<file path="src/rtl/hub75_pkg.sv">
// Shared types and constants for the HUB75 driver (row shift engine and frame/bit-plane sequencer).
package hub75_pkg;

  typedef enum logic [2:0] {
    IDLE,
    FETCH,
    SHIFT_LO,
    SHIFT_HI,
    LATCH
  } hub75_state_t;

  // Bit position of each colour inside a segment's 3-bit group on the panel data lines
  localparam int RGB_R_BIT = 0;
  localparam int RGB_G_BIT = 1;
  localparam int RGB_B_BIT = 2;

  // Channel field index inside a segment's slice of a memory word; B sits at the LSBs
  localparam int CH_B_FIELD = 0;
  localparam int CH_G_FIELD = 1;
  localparam int CH_R_FIELD = 2;

  localparam int CLK_DIV_W = 4;

  function automatic int word_width(input int segments, input int bpp);
    return segments * 3 * bpp;
  endfunction

endpackage

</file>
<file path="src/rtl/hub75_sclk_phase.sv">
// Loadable N-cycle phase timer; o_tc is high in the last cycle of a phase loaded with N-1.
module hub75_sclk_phase #(
  parameter int CNT_W = 4
) (
  input  logic             clk,
  input  logic             rst_n,
  input  logic             i_load,
  input  logic [CNT_W-1:0] i_len_m1,
  output logic             o_tc
);

  logic [CNT_W-1:0] r_cnt;

  always_ff @(posedge clk) begin
    if (!rst_n) begin
      r_cnt <= '0;
    end else if (i_load) begin
      r_cnt <= i_len_m1;
    end else if (r_cnt != '0) begin
      r_cnt <= r_cnt - 1'b1;
    end
  end

  assign o_tc = (r_cnt == '0);

endmodule

</file>
<file path="src/rtl/hub75_shift_out.sv">
// HUB75 row shift engine: fetches one row, serialises a bit-plane with a divided sclk, then latches.
module hub75_shift_out
  import hub75_pkg::*;
#(
  parameter int hpixel_p        = 64,
  parameter int vpixel_p        = 64,
  parameter int bpp_p           = 8,
  parameter int segments_p      = 2,
  parameter int addr_width_p    = $clog2(hpixel_p * vpixel_p),
  parameter int pix_bit_width_p = $clog2(bpp_p),
  parameter int row_width_p     = $clog2(vpixel_p / segments_p),
  parameter int word_width_p    = word_width(segments_p, bpp_p)
) (
  input  logic                       clk,
  input  logic                       rst_n,
  input  logic [CLK_DIV_W-1:0]       i_clk_div,
  input  logic                       i_tx_start,
  input  logic [addr_width_p-1:0]    i_init_addr,
  input  logic [pix_bit_width_p-1:0] i_pix_bit,
  output logic                       o_tx_ready,
  output logic                       o_rd_en,
  output logic [addr_width_p-1:0]    o_rd_addr,
  input  logic [word_width_p-1:0]    i_rd_data,
  output logic [segments_p*3-1:0]    o_rgb,
  output logic                       o_sclk,
  output logic                       o_latch,
  output logic [row_width_p-1:0]     o_row_addr
);

  localparam int COL_W = $clog2(hpixel_p);
  localparam int RGB_W = segments_p * 3;
  localparam logic [COL_W-1:0] COL_LAST = COL_W'(hpixel_p - 1);

  hub75_state_t                r_state;
  logic [CLK_DIV_W-1:0]        r_len_m1;
  logic [addr_width_p-1:0]     r_base;
  logic [pix_bit_width_p-1:0]  r_pix_bit;
  logic [COL_W-1:0]            r_col;
  logic                        r_rd_vld_p1;
  logic [RGB_W-1:0]            r_stage_p2;

  logic                        w_accept;
  logic                        w_tc;
  logic                        w_ph_load;
  logic                        w_plane_ok;
  logic [RGB_W-1:0]            w_rd_bits;
  logic [RGB_W-1:0]            w_next_rgb;
  logic [addr_width_p-1:0]     w_col_addr;

  assign w_accept   = o_tx_ready & i_tx_start;
  assign w_plane_ok = ({1'b0, r_pix_bit} < (pix_bit_width_p + 1)'(bpp_p));
  assign w_col_addr = r_base + addr_width_p'(r_col);

  // Stage p1: pick the selected bit-plane out of the returned memory word
  for (genvar s = 0; s < segments_p; s++) begin : g_seg
    logic [bpp_p-1:0] w_r, w_g, w_b;
    assign w_r = i_rd_data[s*3*bpp_p + CH_R_FIELD*bpp_p +: bpp_p];
    assign w_g = i_rd_data[s*3*bpp_p + CH_G_FIELD*bpp_p +: bpp_p];
    assign w_b = i_rd_data[s*3*bpp_p + CH_B_FIELD*bpp_p +: bpp_p];
    assign w_rd_bits[3*s + RGB_R_BIT] = w_plane_ok & w_r[r_pix_bit];
    assign w_rd_bits[3*s + RGB_G_BIT] = w_plane_ok & w_g[r_pix_bit];
    assign w_rd_bits[3*s + RGB_B_BIT] = w_plane_ok & w_b[r_pix_bit];
  end

  // With N=1 the next column's data arrives on the very column boundary, bypassing the stage
  assign w_next_rgb = r_rd_vld_p1 ? w_rd_bits : r_stage_p2;

  assign w_ph_load = ((r_state == FETCH) && r_rd_vld_p1) ||
                     (((r_state == SHIFT_LO) || (r_state == SHIFT_HI)) && w_tc);

  hub75_sclk_phase #(
    .CNT_W (CLK_DIV_W)
  ) u_phase (
    .clk      (clk),
    .rst_n    (rst_n),
    .i_load   (w_ph_load),
    .i_len_m1 (r_len_m1),
    .o_tc     (w_tc)
  );

  // Stage p2: per-transfer settings and staged column bits
  always_ff @(posedge clk) begin
    if (w_accept) begin
      r_len_m1  <= i_clk_div;
      r_base    <= i_init_addr;
      r_pix_bit <= i_pix_bit;
    end
    if (r_rd_vld_p1) begin
      r_stage_p2 <= w_rd_bits;
    end
  end

  always_ff @(posedge clk) begin
    if (!rst_n) begin
      r_state     <= IDLE;
      o_tx_ready  <= 1'b1;
      o_rd_en     <= 1'b0;
      o_rd_addr   <= '0;
      o_rgb       <= '0;
      o_sclk      <= 1'b0;
      o_latch     <= 1'b0;
      o_row_addr  <= '0;
      r_col       <= '0;
      r_rd_vld_p1 <= 1'b0;
    end else begin
      r_rd_vld_p1 <= o_rd_en;
      o_rd_en     <= 1'b0;
      unique case (r_state)
        IDLE: begin
          if (i_tx_start) begin
            r_state    <= FETCH;
            o_tx_ready <= 1'b0;
            o_rd_en    <= 1'b1;
            o_rd_addr  <= i_init_addr;
            r_col      <= '0;
          end
        end
        FETCH: begin
          if (r_rd_vld_p1) begin
            r_state   <= SHIFT_LO;
            o_rgb     <= w_rd_bits;
            o_rd_en   <= 1'b1;
            o_rd_addr <= w_col_addr + addr_width_p'(1);
          end
        end
        SHIFT_LO: begin
          if (w_tc) begin
            r_state <= SHIFT_HI;
            o_sclk  <= 1'b1;
          end
        end
        SHIFT_HI: begin
          if (w_tc) begin
            o_sclk <= 1'b0;
            if (r_col == COL_LAST) begin
              r_state    <= LATCH;
              o_latch    <= 1'b1;
              o_row_addr <= row_width_p'(r_base >> COL_W);
            end else begin
              r_state   <= SHIFT_LO;
              r_col     <= r_col + 1'b1;
              o_rgb     <= w_next_rgb;
              o_rd_en   <= (r_col != (COL_LAST - 1'b1));
              o_rd_addr <= w_col_addr + addr_width_p'(2);
            end
          end
        end
        LATCH: begin
          if (w_tc) begin
            r_state    <= IDLE;
            o_latch    <= 1'b0;
            o_tx_ready <= 1'b1;
          end
        end
        default: r_state <= IDLE;
      endcase
    end
  end

endmodule

</file>
<file path="config.mk">
export PLATFORM = sky130hd
export DESIGN_NAME = hub75_shift_out
export DESIGN_NICKNAME = d
export VERILOG_FILES = /design/src/rtl/hub75_pkg.sv /design/src/rtl/hub75_sclk_phase.sv /design/src/rtl/hub75_shift_out.sv
export SDC_FILE = /design/constraint.sdc
export NUM_CORES = 1
export LEC_CHECK = 0
export ABC_AREA = 1
export CAP_MARGIN = 20
export CORE_ASPECT_RATIO = 1.25
export CORE_MARGIN = 2
export CORE_UTILIZATION = 25
export CTS_BUF_LIST = sky130_fd_sc_hd__clkbuf_8
export DETAILED_ROUTE_END_ITERATION = 12
export SLEW_MARGIN = 10
export SYNTH_ARGS = -nofsm -noshare
export SYNTH_HDL_FRONTEND = slang
export SYNTH_HIERARCHICAL = 1
export SYNTH_SLANG_ARGS = --single-unit
</file>
<file path="constraint.sdc">
create_clock -name clk -period 2.9 [get_ports clk]
set_input_delay 0.725 -clock clk [delete_from_list [all_inputs] [get_ports clk]]
set_output_delay 0.725 -clock clk [all_outputs]
set_load 0.02 [all_outputs]
</file>
After elaboration in Yosys (flattened, before gate mapping). Index checks and enable logic that the tools add are counted. W data, S select, Z words.

Bitwise logic cells: 1. Equality and inequality tests: 13. Muxes and demuxes: 48. Order comparisons: 1. Add/subtract/negate cells: 5. Reductions and logical operators: 22.

Operators by type and width (number): $mux W12 (4); $mux W6 (7); $pmux W12 S3 (1); $pmux W6 S2 (2); $bmux W1 S3 (6); $mux W3 (6); $mux W1 (15); $pmux W3 S5 (1); $add A12 B1 Y12 const B (1); $add A12 B2 Y12 const B (1); $add A12 B6 Y12 (1); $ne A2 B2 Y1 const B (6); $reduce_and A4 Y1 (3); $reduce_bool A2 Y1 (6); $reduce_and A5 Y1 (2); $reduce_and A3 Y1 (3); $mux W4 (2); $add A6 B1 Y6 const B (1); $eq A3 B2 Y1 const B (2); $eq A6 B6 Y1 const B (1); $ne A6 B6 Y1 const B (1); $pmux W1 S2 (3); $logic_not A4 Y1 (1); $lt A3 B4 Y1 const B (1); 11 further kinds (13).

Flip-flop bits (word level): 66. Word-level logic and storage cells: 105.

Longest topological paths before layout.
Depth in word-level cells: 6. Gate-level depth with buffers: 18. Mapped depth without buffers: 18.

Cells and area by module. Netlist, hierarchy kept.

By module, submodules not included: hub75_shift_out (sequential area each 1431.4 um^2, area an instance 3920.0 um^2, cells an instance 538, times used 1); hub75_sclk_phase (sequential area each 80.1 um^2, area an instance 247.7 um^2, cells an instance 40, times used 1).

Worst setup path before layout. No wires, ideal clock.

Path type: reg2reg. From: reg r_base[0]. To: reg o_rd_addr[11]. Path slack: 0.489 ns. Arrival: 2.345 ns. Data required time: 2.834 ns. Stages on the path, launching flop included: 19. Cell sequence: edfxtp_1 ha_1 fa_1 nand2_1 inv_1 nor2_4 ha_1 nand2_1 inv_1 nand3_1 nor2_2 nand2_1 nor2_2 nand3_1 nand2_1 nand3_1 nand3_1 nand2_1 a21oi_2.

Word-level cells in the longest chain between the ends: 5. Elaborated cells on any way between the ends: 7.

Ends and longest elaborated chain: start: declaration (RTL line hub75_shift_out.sv:36) `logic [addr_width_p-1:0] r_base;`; start signal: assignment (RTL line hub75_shift_out.sv:85) `r_base <= i_init_addr;`; $add A12 B6 Y12 (*) (RTL line hub75_shift_out.sv:52) `assign w_col_addr = r_base + addr_width_p'(r_col);`; $add A12 B2 Y12 (RTL line hub75_shift_out.sv:144) `o_rd_addr <= w_col_addr + addr_width_p'(2);`; $mux W12 (RTL line hub75_shift_out.sv:135) `if (r_col == COL_LAST) begin`; $mux W12 (RTL line hub75_shift_out.sv:133) `if (w_tc) begin`; $pmux W12 S3 (*) (RTL line hub75_shift_out.sv:108) `unique case (r_state)`; end signal: assignment (RTL line hub75_shift_out.sv:114) `o_rd_addr <= i_init_addr;`; end signal: assignment (RTL line hub75_shift_out.sv:123) `o_rd_addr <= w_col_addr + addr_width_p'(1);`; end signal: assignment (RTL line hub75_shift_out.sv:144); end: declaration (RTL line hub75_shift_out.sv:22) `output logic [addr_width_p-1:0] o_rd_addr,`.

Mark *: on every way between the ends. The rest lies on a longest branch, timed or not. The select of a mux whose other input is x is not followed. A chain may end at the register's enable or synchronous reset.

Worst setup path in the final report. Ends and elaborated chain as after synthesis.

==> results.md <==
* Leakage power total at 0.00231 uW
* Antenna diode count at 0
* Sw power at 1870 uW
* Critical path data arrival time at 2910 ps
* Clock tree from TritonCTS: built
* Hold Path Class: flip-flop to flip-flop
* Number of global-route vias before repair at 3,892
* Worst slack at placement at 240 ps
* Worst Reg-to-Reg Cells at 18
* Clock Skews at 13.2 ps
* Fraction of synthesized cell area taken by the top area cell type at 0.226
* Fin crit share at 0.904
* Most area-consuming cells after synthesis: sky130_fd_sc_hd__dfxtp_1, sky130_fd_sc_hd__edfxtp_1, sky130_fd_sc_hd__nand2_1
* Worst hold path startpoint: o_rd_en
* Layout-stage area growth over the synthesis result at 32.8%
* Num CTS Buffers at 9
* Multi-input gate area at 0.00232 mm^2
* Pwr Density at 767 mW/mm^2
* Drt drc at 0
* Crit path launch type: flip-flop
* H-tree levels at 3
* Number of antenna violations at the first check in global routing at 0
* Die Height at 148 um
* Transition time at the pin with the least slew margin at 634 ps
* Worst Path Max Fanout at 4
* Post-Layout Inst Area at 0.00553 mm^2
* Largest area contributor in the netlist: sky130_fd_sc_hd__dfxtp_1
* Unrepaired setup endpoints after global routing: false
* Detailed Route WL at 12.3 mm
* Average routed wire per standard cell at 13.7 um
* Clock input transition at the sequential cells of the worst setup and hold paths at 80 ps
* R2r startpoint: r_base[0]
* Number of endpoints failing setup at the final stage at 0
* CP Class: flip-flop to flip-flop
* Die Outline Area at 0.0177 mm^2
* Fraction of power spent switching nets at 0.441
* GRT Resource Usage Total at 0.141
* Total number of yosys warnings at 6
* Leading register cell type out of synthesis: sky130_fd_sc_hd__dfxtp_1
* Clk Tree Root Cell: sky130_fd_sc_hd__clkbuf_8
* Layout cell share with drive strength beyond 1 at 0.118
* Wire length of the first global-routing pass at 19.6 mm
* Cell area after placement at 0.00536 mm^2
* Largest vdd supply drop at 303 uV
* Vias after detailed routing at 4,101
* Achievable clock frequency at 381 MHz
* Storage element area at 0.00151 mm^2
* Iteration-0 DRC count of the detailed router at 182
* Setup Buffers After CTS at 0
* GP Congestion at 0.847
* Outcome: finished clean
* Post-synthesis instance area at 0.00417 mm^2
* Detail Placement HPWL at 9.59 mm
* Data required time at the worst endpoint at 3190 ps
* Number of storage elements in the synthesis netlist at 66
* Number of max-capacitance violations reported at 0
* Distinct cell type count of the synthesized netlist at 45
* Number of enable flip-flop cells after synthesis at 19
* Top-level I/O count at 97
* Longest Clk Path Bufs at 2
* Core Box Area at 0.0163 mm^2
* Share of the yosys chip area belonging to registers at 0.363
* Synth Instances at 578
* Fillers at 1,742
* Internal power of the cells at 2370 uW
* Relative contribution of combinational cells to total power at 0.505
* Post-route antenna net violation count at 0
* Number of iterations in the first detailed-routing pass at 5
* CP Capture Type: flip-flop
* Most frequent cell after synthesis: sky130_fd_sc_hd__nand2_1
* Number of clock sinks at 66
* Global route total overflow at 0
* Via density per instance at 4.58
* Final hold violation count at 0
* Clock Power Share at 0.166
* Critical path startpoint: r_base[0]
* Clock Latency Late Sink at 350 ps
* Effective utilization at floorplan at 0.256
* Horizontal die dimension at 119 um
* Hold path cells at 2
* Top cells by instance count after synthesis: sky130_fd_sc_hd__nand2_1, sky130_fd_sc_hd__nand3_1, sky130_fd_sc_hd__inv_1
* Maximum number of pins on one net before global-route repair at 25
* Clock period minus final worst setup slack at 2620 ps
* Post-CTS resize count at 0
* Slew HR at 0.577
* Hold buffer count at cts at 0
* Nets at 757
* Core Rows at 52
* Port Buf Inserts at 96
* Least setup slack across all paths after layout at 279 ps
* Summed negative setup slack over all endpoints at 0 ps
* Sequential share of power at 0.329
* Synthesized Nets at 660
* Synthesized area divided by synthesized cell count at 7.21 um^2
* Final core occ at 0.340
* Fin. max-slew vios at 0
* FFs w/ async S/R, synth at 0
-- power groups by stage --
| stage | Combinational [uW] | Clock [uW] | Sequential (uW) |
|---|---|---|---|
| floorplan | 1370 | 0 | 1500 |
| global placement | 2140 | 0 | 1410 |
| detailed placement | 2140 | 0 | 1420 |
| CTS | 2150 | 740 | 1400 |
| global route | 2390 | 764 | 1440 |
| finish | 2140 | 705 | 1400 |
-- worst max-delay path, stage by stage (launching register included) --
cell and delay [ps]:
sky130_fd_sc_hd__edfxtp_1 380, sky130_fd_sc_hd__ha_2 220, sky130_fd_sc_hd__fa_1 410, sky130_fd_sc_hd__nand2_1 110
sky130_fd_sc_hd__inv_1 70, sky130_fd_sc_hd__nor2_4 110, sky130_fd_sc_hd__ha_1 210, sky130_fd_sc_hd__nand2_1 80
sky130_fd_sc_hd__inv_1 50, sky130_fd_sc_hd__nand3_1 100, sky130_fd_sc_hd__nor2_2 110, sky130_fd_sc_hd__nand2_1 110
sky130_fd_sc_hd__nor2_2 140, sky130_fd_sc_hd__nand3_1 80, sky130_fd_sc_hd__nand2_1 60, sky130_fd_sc_hd__nand3_1 60
sky130_fd_sc_hd__nand3_1 80, sky130_fd_sc_hd__nand2_1 60, sky130_fd_sc_hd__a21oi_2 110
-- cells in the final DEF, fill, tap and decap left out, types with 12 or more instances in the layout --
cell / synthesis / final
sky130_fd_sc_hd__a21oi_1: 29 / 29
sky130_fd_sc_hd__nand3_1: 56 / 56
sky130_fd_sc_hd__inv_1: 52 / 53
sky130_fd_sc_hd__nor2_1: 49 / 49
sky130_fd_sc_hd__mux2i_1: 12 / 12
sky130_fd_sc_hd__dfxtp_1: 47 / 47
sky130_fd_sc_hd__o21ai_0: 34 / 34
sky130_fd_sc_hd__edfxtp_1: 19 / 19
sky130_fd_sc_hd__inv_2: 16 / 16
sky130_fd_sc_hd__nand2_1: 142 / 142
sky130_fd_sc_hd__clkdlybuf4s50_1: 0 / 96
sky130_fd_sc_hd__o221ai_1: 14 / 14
-- through the flow --
stage               total power (uW)  hold WS (ps)  instances
floorplan                       2870           422        578
global placement                3550           420        880
detailed placement              3560           428        880
CTS                             4290           440        896
global route                    4590           475        896
finish                          4250           441        896
-- cell type report --
class | instances | share of cell area
Clock buffer | 10 | 0.0249
Clock inverter | 6 | 0.00565
Inverter | 68 | 0.0461
Multi-Input combinational cell | 428 | 0.420
Sequential cell | 66 | 0.273
Tap cell | 216 | 0.0488
Timing Repair Buffer | 102 | 0.182
-- kinds of logic (layout without fill, tap and decap cells) --
kind of cell             count (synthesis)  after routing  share of synthesized area
AO/OA/AOI/OAI                          102            102                      0.149
XOR/XNOR                                 4              4                    0.00841
adder cells (fa/ha/maj)                 12             12                     0.0378
buffers and inverters                   84            186                     0.0808
flip-flops                              66             66                      0.363
multiplexers                            12             12                     0.0288
AND/OR/NAND/NOR                        298            298                      0.333
-- state kept, by name (all words and copies together) (netlist names), 3 cells and up --
signal         cells
o_row_addr         5
r_len_m1           4
o_rd_addr         12
r_stage_p2         6
r_col              6
u_phase/r_cnt      4
r_base            12
o_rgb              6
r_pix_bit          3
r_state            3
-- worst paths after layout --
kind | endpoint | slack, ps
worst max register to register | o_rd_addr[11] | 280
worst max-delay path | o_rd_addr[11] | 280
worst min-delay path | r_rd_vld_p1 | 440
worst min register to register | r_rd_vld_p1 | 440
-- metal layers --
| layer | vias to the layer above | share of wire | track usage |
|---|---|---|---|
| li1 | 2146 | - | - |
| met4 | 0 | 0.016 | 0.0400 |
| met5 | - | 0 | 0 |
| met2 | 113 | 0.46 | 0.238 |
| met3 | 14 | 0.071 | 0.0403 |
| met1 | 1828 | 0.45 | 0.175 |
No activity file was read; power rests on OpenSTA's default activity.
